### src/rtl/rca_clk.sv
// Registered 32-bit ripple-carry adder: input regs -> 8 x 4-bit ripple slices -> output regs.
// Latency: 2 rising edges from operand sampling to s/co.
// Backpressure: none; a new operand set is accepted every cycle.
module rca_clk (
    input  logic        clk,
    input  logic        reset_n,
    input  logic [31:0] a,
    input  logic [31:0] b,
    input  logic        ci,
    output logic [31:0] s,
    output logic        co
);

    // Bit 1 is carry-out, bit 0 is sum.
    function automatic logic [1:0] fa(input logic x, input logic y, input logic c);
        return {(x & y) | (c & (x ^ y)), x ^ y ^ c};
    endfunction

    // Four full adders chained bit by bit; returns {carry_out, sum[3:0]}.
    function automatic logic [4:0] rca4(input logic [3:0] x, input logic [3:0] y, input logic c);
        logic [3:0] sum;
        logic       cy;
        logic [1:0] r;
        sum = '0;
        cy  = c;
        for (int i = 0; i < 4; i++) begin
            r      = fa(x[i], y[i], cy);
            sum[i] = r[0];
            cy     = r[1];
        end
        return {cy, sum};
    endfunction

    logic [31:0] a_q, a_d;
    logic [31:0] b_q, b_d;
    logic        ci_q, ci_d;
    logic [31:0] s_q, s_d;
    logic        co_q, co_d;
    logic [31:0] sum_w;
    logic        co_w;

    always_comb begin
        logic       carry;
        logic [4:0] slice;
        a_d   = a;
        b_d   = b;
        ci_d  = ci;
        sum_w = '0;
        slice = '0;
        carry = ci_q;
        // Slice k's carry-out feeds slice k+1; no lookahead anywhere in the chain.
        for (int k = 0; k < 8; k++) begin
            slice            = rca4(a_q[4*k +: 4], b_q[4*k +: 4], carry);
            sum_w[4*k +: 4]  = slice[3:0];
            carry            = slice[4];
        end
        co_w = carry;
        s_d  = sum_w;
        co_d = co_w;
    end

    always_ff @(posedge clk or negedge reset_n) begin
        if (!reset_n) begin
            a_q  <= '0;
            b_q  <= '0;
            ci_q <= 1'b0;
            s_q  <= '0;
            co_q <= 1'b0;
        end else begin
            a_q  <= a_d;
            b_q  <= b_d;
            ci_q <= ci_d;
            s_q  <= s_d;
            co_q <= co_d;
        end
    end

    assign s  = s_q;
    assign co = co_q;

endmodule

### config.mk
export PLATFORM = sky130hd
export DESIGN_NAME = rca_clk
export DESIGN_NICKNAME = d
export VERILOG_FILES = /design/src/rtl/rca_clk.sv
export SDC_FILE = /design/constraint.sdc
export NUM_CORES = 1
export LEC_CHECK = 0
export BUFFER_PORTS_ARGS = -buffer_cell sky130_fd_sc_hd__buf_2
export CAP_MARGIN = 20
export CORE_UTILIZATION = 25
export CTS_CLUSTER_SIZE = 8
export DETAILED_ROUTE_END_ITERATION = 7
export PLACE_DENSITY = 0.56
export SLEW_MARGIN = 0
export SYNTH_ARGS = -nofsm -noshare
export SYNTH_HDL_FRONTEND = slang
export SYNTH_SLANG_ARGS = --single-unit
### constraint.sdc
create_clock -name clk -period 25.1 [get_ports clk]
set_input_delay 1.255 -clock clk [delete_from_list [all_inputs] [get_ports clk]]
set_output_delay 1.255 -clock clk [all_outputs]
set_load 0.01 [all_outputs]
## Yosys cells after proc, flatten, opt, wreduce, memory -nomap -nowiden

Cells that the tools add are included.

| operators by class | value |
|---|---|
| bitwise logic cells | 160 |

Operators with widths:

| kind | count |
|---|---|
| $and 1x1->1 | 64 |
| $xor 1x1->1 | 64 |
| $or 1x1->1 | 32 |

| storage, ports and cells | value |
|---|---|
| bits of input ports | 67 |
| flip-flop bits (word level) | 98 |
| output and inout port bits | 33 |

## Logic depth before layout (Yosys ltp)

Gate-level depths: netlist (run 1).

| depth | value |
|---|---|
| depth in word-level cells | 65 |
| mapped depth | 36 |
| gate-level depth less buffers | 36 |

## Worst setup path before layout (run 1)

OpenSTA, ideal clock, no wires.

| timing path | value |
|---|---|
| path type | reg-to-reg |
| from | register a_q[0] |
| to | register s_q[31] (netlist: s[31]) |
| period minus slack after synthesis | 12.572 ns |
| stages on the path, launching flop included | 37 |
| path buffers | 0 |
| path slack | 12.528 ns |
| library setup time | 0.064 ns |
| arrival time | 12.508 ns |
| path through | dfrtp_1 -> fa_1 -> fa_1 -> fa_1 -> fa_1 -> fa_1 -> fa_1 -> fa_1 -> fa_1 -> fa_1 -> fa_1 -> fa_1 -> fa_1 -> fa_1 -> fa_1 -> fa_1 -> inv_1 -> fa_1 -> inv_1 -> fa_1 -> fa_1 -> fa_1 -> fa_1 -> fa_1 -> fa_1 -> fa_1 -> fa_1 -> fa_1 -> fa_1 -> fa_1 -> fa_1 -> fa_1 -> fa_1 -> fa_1 -> inv_1 -> fa_1 -> inv_1 |

| between the ends | value |
|---|---|
| longest elaborated chain between the ends | 64 |

RTL lines:

| element | RTL line | RTL |
|---|---|---|
| start, declared | 34 | `logic [31:0] a_q, a_d;` |
| start signal, assigned | 64 | `a_q <= '0;` |
| start signal, assigned | 70 | `a_q <= a_d;` |
| $xor 1x1->1 | 16 | `return {(x & y) \| (c & (x ^ y)), x ^ y ^ c};` |
| $and 1x1->1 | 16 |  |
| $or 1x1->1 * | 16 |  |
| $and 1x1->1 * | 16 |  |
| $or 1x1->1 * | 16 |  |
| $and 1x1->1 * | 16 |  |
| $or 1x1->1 * | 16 |  |
| $and 1x1->1 * | 16 |  |
| (+49 left out) | -- |  |
| $and 1x1->1 * | 16 |  |
| $or 1x1->1 * | 16 |  |
| $and 1x1->1 * | 16 |  |
| $or 1x1->1 * | 16 |  |
| $and 1x1->1 * | 16 |  |
| $or 1x1->1 * | 16 |  |
| $xor 1x1->1 * | 16 |  |
| named net s_d[31] | 37 | `logic [31:0] s_q, s_d;` |
| end signal, assigned | 67 | `s_q <= '0;` |
| end signal, assigned | 73 | `s_q <= s_d;` |
| end, declared | 37 |  |

The timed path passes the listed nets; every way through them passes the cells marked *.

## Worst setup path after layout (run 1)

Same ends and word-level chain as after synthesis.

==> metrics.txt, run 1 <==
unrepaired setup endpoints after global routing=false; most frequent cells in the layout=dfrtp_1 (98), buf_2 (98), fa_1 (32); maximum buffer depth of the clock tree=2; final hold viol count=0; antenna violations before repair=0; number of top-level pins=100; area share of the leading cell type in the synthesized netlist=78.3%; pin count of the biggest net entering global routing=68; post-synthesis net count=239; initial core utilization=25.8%; switching component of the power=81.2 uW; Core Box Area=12100 um^2; insertion delay of the later-clocked pin in the worst-skew pair=0.34 ns; required time at the endpoint of the critical path=25.38 ns; critical path buffer and inverter count=4; cell internal power dissipation=273 uW; Critical R2R Launch=a_q[0]; startpoint types=register; share of the yosys chip area belonging to registers=78.3%; shortest clock period the worst path allows after layout=13.15 ns; vias post-DR=1449; final sum of negative setup slack=0 ns; number of DRC violations after detailed routing=0; register-to-register setup slack=11.95 ns; overflow left after global routing=0; post-route clock skew=0.0103 ns; count of cells along the worst register-to-register path=36; Die W=114 um; total CTS buffers=9; final design area excluding fillers=4150 um^2; Max stage delay cell, worst path=fa_1; number of buffers inserted by port buffering=99; post-synthesis instance total=140; maximum level of the CTS H-tree=3; placement row count=40; post-cts sizing count=0; Antenna Violating Nets Remaining=0; via count of the first global-routing pass=1587; hold-fix buffers at CTS=0; cell type with the highest occurrence count on the critical path=fa_1; total detailed-routing wirelength=5.10 mm; clock tree from TritonCTS=built; normalized max-slew margin=46.0%; status=finished clean; ranking of synthesized cells by area=dfrtp_1 (78%), fa_1 (20%), inv_1 (1.2%); Critical Path Fanout Max=1; top achievable clock speed=76.1 MHz; Wirelength per Cell=12.0 um; DRC marker count from the first detailed-route iteration=29; yosys synthesis warning count=0; CTS clk-pin slew, worst paths=0.06 ns; MaxCap Viol Count=0; arrival time of the worst setup path=13.43 ns; area added between synthesis and finish=32.7%; period utilisation layout=52.4%; depth of the worst hold-timing path=1; placed cell area=3850 um^2; register share of total power=50.6%; number of nets in the layout=350; register bit count reported by yosys=98; overall die area=13000 um^2; antenna diode count=0; global-route wire length before repair=8.16 mm; Largest delay share family, worst path=adder cells; startpoint of the tightest hold check path=b_q[3]; RePlAce Congestion=0.622; top cell type by total area after synthesis=dfrtp_1; Hold/Removal Path Class=reg -> reg; delay of the slowest cell on the worst path=0.43 ns; endpoint of the worst hold-timing path=s[3]; Cell variety after synth=3; Avg Inst Size Synth=22.4 um^2; Worst Setup End Kind=register; DPL Wire Length=3.78 mm; endpoint of the most critical register-to-register path=s[31]; final max-slew violation count=0; Sw Share=22.9%; type of the setup path with the least slack=reg -> reg; Setup Viol. Count Final=0; Gate power share=10.3%; Root Buffer Master=clkbuf_16; clock group share of total power=39.1%; power density over the cells=85.2 nW/um^2; Worst VDD drop=0.0293 mV; Die Y=114 um; actual transition at the worst max-transition pin=0.810 ns; fraction of final layout cells sized beyond drive strength 1=44.9%; Static Leakage=0.00197 uW; number of cells on the critical path=36; post-CTS setup buffers=0; CTS Sinks=98; number of vias per cell after detailed routing=3.42; Tot GR Track Use=8.95%; first drt pass iteration count=2; netlist area before placement=3130 um^2
==> layer usage <==
metal	track usage [%]	vias up	share of wire [%]
met5	0	-	0
met4	5.19	0	1.7
met3	3.99	9	6.3
met2	13.6	53	52
met1	10.6	745	40
li1	-	642	-
==> through the flow <==
| step | setup WS (ns) | hold slack, ns | total power, uW | instances | utilization, % |
|---|---|---|---|---|---|
| 5_1_grt | 11.42 | 0.553 | 375 | 424 | 34.3 |
| 3_3_place_gp | 11.88 | 0.516 | 220 | 408 | 31.8 |
| 2_1_floorplan | 12.53 | 0.496 | 196 | 140 | - |
| 4_1_cts | 11.80 | 0.536 | 363 | 424 | 34.3 |
| 3_5_place_dp | 11.85 | 0.519 | 221 | 408 | 31.8 |
| 6_report | 11.95 | 0.532 | 354 | 424 | 34.3 |
==> worst max-delay path by stage <==
stage / start / slack, ns / end
after floorplan: a_q[0] / 12.53 / s[31]
after global placement: a_q[0] / 11.88 / s[31]
after detailed placement: a_q[0] / 11.85 / s[31]
after CTS: a_q[0] / 11.80 / s[31]
after global routing: a_q[0] / 11.42 / s[31]
final: a_q[0] / 11.95 / s[31]
==> power by group through the flow <==
stage | clock network, uW | registers, uW | logic, uW
4_1_cts | 145 | 180 | 38.1
2_1_floorplan | 0 | 188 | 8.30
5_1_grt | 152 | 181 | 42.2
6_report | 138 | 179 | 36.4
3_5_place_dp | 0 | 183 | 38.2
3_3_place_gp | 0 | 182 | 37.5
==> layout make-up <==
| class | count | area, um^2 |
|---|---|---|
| clock inverters | 4 | 50.0 |
| flip-flops and latches | 98 | 2450 |
| inverters | 10 | 37.5 |
| well taps | 168 | 210 |
| fillers | 1198 | 7960 |
| repair buffers | 100 | 505 |
| clock buffers | 12 | 256 |
| multi-input cells | 32 | 641 |
==> sequential cells by signal (all words and copies together), names as in the netlist <==
signal,count
a_q,32
b_q,32
s,32
ci_q,1
co,1
==> synthesized netlist by cell type, drive strengths merged <==
master / number
dfrtp: 98
fa: 32
inv: 10
==> cell families after synthesis <==
group / share of synthesized area, %
DFF: 78.3
adders and majority gates: 20.5
buffers and inverters: 1.20
No activity file was read; power rests on OpenSTA's default activity.
==> inputs of run 2 (changes only) <==
Settings changed: ABC_AREA set to 1, PLACE_DENSITY 0.56 to 0.58.
Clock period 25.1 ns to 11.45 ns, I/O delays scaled along.
==> metrics.txt, run 2 (synthesis gave the netlist of run 1 again) <==
global-route wire length before repair=8.54 mm; Sw Share=21.7%; Static Leakage=0.00198 uW; post-route clock skew=0.00725 ns; via count of the first global-routing pass=1735; post-CTS setup buffers=0; CTS clk-pin slew, worst paths=0.06 ns; number of nets in the layout=350; Root Buffer Master=clkbuf_16; Worst Setup End Kind=register; antenna violations before repair=2; cell internal power dissipation=660 uW; top achievable clock speed=85.3 MHz; RePlAce Congestion=0.618; clock group share of total power=43.5%; register share of total power=46.7%; shortest clock period the worst path allows after layout=11.73 ns; switching component of the power=183 uW; DPL Wire Length=3.85 mm; Critical Path Fanout Max=1; overall die area=13000 um^2; number of vias per cell after detailed routing=3.47; number of DRC violations after detailed routing=0; first drt pass iteration count=2; delay of the slowest cell on the worst path=0.39 ns; overflow left after global routing=0; met1 usage=10.3%; clock tree from TritonCTS=built; fraction of final layout cells sized beyond drive strength 1=57.4%; total CTS buffers=9; maximum level of the CTS H-tree=3; Post-Layout Cell Count=424; normalized max-slew margin=51.4%; placed cell area=3920 um^2; type of the setup path with the least slack=reg -> reg; Tot GR Track Use=9.54%; initial core utilization=25.8%; actual transition at the worst max-transition pin=0.729 ns; maximum buffer depth of the clock tree=2; Antenna Violating Nets Remaining=0; hold-fix buffers at CTS=0; placed cells=408; Largest delay share family, worst path=adder cells; placement row count=40; Wirelength per Cell=12.4 um; arrival time of the worst setup path=12.02 ns; Total Power=843 uW; Critical R2R Launch=a_q[0]; most frequent cells in the layout=dfrtp_1 (98), buf_2 (98), fa_2 (30); final max-slew violation count=0; status=finished with violations; met2 usage in global routing=14.5%; cell type with the highest occurrence count on the critical path=fa_2; insertion delay of the later-clocked pin in the worst-skew pair=0.35 ns; CTS Sinks=98; required time at the endpoint of the critical path=11.74 ns; startpoint types=register; Hold/Removal Path Class=in -> async; number of top-level pins=100; total detailed-routing wirelength=5.25 mm; final critical-path setup slack=-0.276 ns; Max stage delay cell, worst path=dfrtp_1; critical path buffer and inverter count=4; final design area excluding fillers=4290 um^2; Core Box Area=12100 um^2; Worst VDD drop=0.0927 mV; failing checks=negative setup slack; MaxCap Viol Count=0; Setup Viol. Count Final=2; DRC marker count from the first detailed-route iteration=71; number of buffers inserted by port buffering=99; unrepaired setup endpoints after global routing=true; area added between synthesis and finish=37.0%; launch point of the critical path=a_q[0]; Die W=114 um; Gate power share=9.8%; minimum hold slack=0.189 ns; Top Usage Layer GRT=met2; antenna diode count=0; Die Y=114 um; period utilisation layout=102%; final hold viol count=0; Fillers=1187; power density over the cells=197 nW/um^2; met3 track demand over resource=4.41%; vias post-DR=1470; pin count of the biggest net entering global routing=61
[run 2: cell count changes in the layout (fill, tap and decap cells not counted)]
cell / before / now
clkinvlp_4: 2 / 0
clkbuf_8: 2 / 1
fa_1: 32 / 2
bufinv_16: 1 / 4
fa_2: 0 / 30
inv_1: 10 / 8
inv_2: 0 / 2
[run 2: layout make-up]
cell class	count	area [um^2]	area share, %
flip-flops and latches	98	2450	57.2
repair buffers	100	505	11.8
multi-input cells	32	716	16.7
clock inverters	5	125	2.92
clock buffers	11	243	5.66
well taps	168	210	4.90
inverters	10	37.5	0.875
[run 2: path summary, 6_finish.rpt]
path | end | cells after the start | slack (ns)
worst min register to register | s[17] | 1 | 0.57
max in group asynchronous | s[22] | 2 | 10.14
worst max register to register | s[31] | 36 | -0.28
worst max-delay path | s[31] | 36 | -0.28
min in group clk | b_q[26] | 1 | 0.33
worst min-delay path | s[31] | 1 | 0.19
[run 2: routing by layer]
layer	wire (um)	vias to the layer above
li1	-	640
met5	34	-
met2	2620	55
met4	181	4
met3	399	14
met1	2010	757
[run 2: stage by stage]
stage               TNS, ns  worst slack [ns]  utilization (%)
finish               -0.355            -0.276             35.4
global route          -1.33            -0.630             35.4
CTS                  -0.700            -0.408             35.4
detailed placement   -0.845            -0.476             32.3
global placement     -0.666            -0.419             32.3
floorplan           -0.0154           -0.0154                -
[run 2: what timing repair did]
item / CTS / global route
setup endpoints to repair: 3 / 3
pin swaps: 1 / 1
gates resized for setup: 4 / 0
[run 2: power by group through the flow]
| stage | Clock, uW | Combinational [uW] | Sequential, uW |
|---|---|---|---|
| after CTS | 379 | 86.7 | 395 |
| after global placement | 0 | 83.8 | 400 |
| final | 366 | 82.7 | 394 |
| after floorplan | 0 | 20.4 | 413 |
| after detailed placement | 0 | 86.2 | 401 |
| after global routing | 394 | 95.6 | 398 |
==> inputs of run 3 (changes only) <==
Settings changed: CTS_BUF_LIST set to sky130_fd_sc_hd__clkbuf_4.
==> metrics.txt, run 3 (synthesis gave the netlist of run 1 again) <==
status=finished with violations; failing checks=negative setup slack; period utilisation layout=103%; power density over the cells=175 nW/um^2; final max-slew violation count=0; area added between synthesis and finish=31.9%; Critical Path Fanout Max=1; switching component of the power=171 uW; first drt pass iteration count=2; startpoint types=register; Gate power share=11.4%; fraction of final layout cells sized beyond drive strength 1=57.4%; number of buffers inserted by port buffering=99; clock group share of total power=34.2%; RePlAce Congestion=0.618; Hold/Removal Path Class=in -> async; antenna violations before repair=3; CTS clk-pin slew, worst paths=0.14 ns; DRC marker count from the first detailed-route iteration=62; maximum level of the CTS H-tree=3; Worst Setup End Kind=register; clock tree from TritonCTS=built; Wirelength per Cell=12.3 um; post-layout util=34.1%; most frequent cells in the layout=dfrtp_1 (98), buf_2 (98), fa_2 (30); global-route wire length before repair=8.45 mm; required time at the endpoint of the critical path=11.87 ns; Setup Viol. Count Final=2; Tot GR Track Use=9.41%; DPL Wire Length=3.85 mm; type of the setup path with the least slack=reg -> reg; hold-fix buffers at CTS=0; delay of the slowest cell on the worst path=0.42 ns; Fillers=1201; vias post-DR=1481; number of DRC violations after detailed routing=0; CTS Sinks=98; number of nets in the layout=350; Antenna Violating Nets Remaining=0; actual transition at the worst max-transition pin=0.731 ns; overflow left after global routing=0; shortest clock period the worst path allows after layout=11.74 ns; number of vias per cell after detailed routing=3.48; Root Buffer Master=clkbuf_4; post-CTS setup buffers=0; number of top-level pins=100; unrepaired setup endpoints after global routing=true; normalized max-slew margin=51.3%; total detailed-routing wirelength=5.21 mm; total CTS buffers=9; Sw Share=23.6%; Core Box Area=12100 um^2; Max stage delay cell, worst path=dfrtp_1; placement row count=40; via count of the first global-routing pass=1724; insertion delay of the later-clocked pin in the worst-skew pair=0.47 ns; area occupied by multi-input gates=716 um^2; register share of total power=54.4%; arrival time of the worst setup path=12.16 ns; cell type with the highest occurrence count on the critical path=fa_2; cell internal power dissipation=552 uW; Worst VDD drop=0.0756 mV; pin count of the biggest net entering global routing=61; maximum buffer depth of the clock tree=2; post-route clock skew=0.0184 ns; initial core utilization=25.8%; MaxCap Viol Count=0; Sequential Area=2450 um^2; Static Leakage=0.00191 uW; overall die area=13000 um^2; final hold viol count=0; top achievable clock speed=85.2 MHz; final critical-path setup slack=-0.294 ns; Die W=114 um; Die Y=114 um; worst slack after detailed placement=-0.476 ns
==> run 3: changes by cell type in the layout (fill, tap and decap cells not counted), sizes merged <==
| cell | change |
|---|---|
| clkbuf | -1 |
| clkinv | +1 |
| diode | +1 |
==> run 3: per-stage QoR <==
| step | power, uW | cells | cell area, um^2 | hold slack, ns | TNS [ns] |
|---|---|---|---|---|---|
| 2_1_floorplan | 433 | 140 | 3200 | 0.277 | -0.0154 |
| 3_3_place_gp | 484 | 408 | 3920 | 0.518 | -0.666 |
| 3_5_place_dp | 487 | 408 | 3920 | 0.531 | -0.845 |
| 4_1_cts | 738 | 424 | 4130 | 0.0252 | -0.738 |
| 5_1_grt | 765 | 425 | 4130 | 0.0373 | -1.36 |
| 6_report | 723 | 425 | 4130 | 0.0538 | -0.385 |
==> run 3: final cells by class <==
type	count	area share (%)
Multi-Input combinational cell	32	17.3
Clock buffer	10	1.82
Clock inverter	6	3.12
Inverter	10	0.909
Tap cell	168	5.09
Timing Repair Buffer	100	12.2
Sequential cell	98	59.4
Antenna cell	1	0.0606
==> run 3: critical path: cells and delay by family (launching register included) <==
family | cells | cell delay [ns]
adder cells (fa/ha/maj) | 32 | 11.06
flip-flops | 1 | 0.42
buffers and inverters | 4 | 0.24
==> run 3: repair_timing <==
| item | 4_1_cts | 5_1_grt |
|---|---|---|
| setup endpoints to repair | 3 | 3 |
| pin swaps | 1 | 1 |
| gates resized for setup | 4 | 0 |
==> run 3: routing by layer <==
layer | vias up | global-route usage [%] | share of wire (%)
met3 | 18 | 4.25 | 7.8
met2 | 55 | 14.2 | 49
li1 | 641 | - | -
met1 | 763 | 10.3 | 38
met5 | - | 0 | 0.65
met4 | 4 | 7.53 | 3.7
==> run 3: final timing paths <==
path | startpoint | to | slack (ns) | cells past startpoint
worst max-delay path | a_q[0] | s[31] | -0.29 | 36
worst min-delay path | reset_n | s[31] | 0.05 | 1
worst max register to register | a_q[0] | s[31] | -0.29 | 36
worst min register to register | b_q[20] | s[20] | 0.58 | 1
max in group asynchronous | reset_n | a_q[21] | 10.27 | 2
min in group clk | b[19] | b_q[19] | 0.20 | 1
==> run 3: power groups by stage <==
stage / Combinational (uW) / Sequential (uW) / Clock, uW
global placement: 83.8 / 400 / 0
global route: 95.6 / 398 / 272
finish: 82.7 / 393 / 247
detailed placement: 86.2 / 401 / 0
CTS: 86.7 / 394 / 257
floorplan: 20.4 / 413 / 0
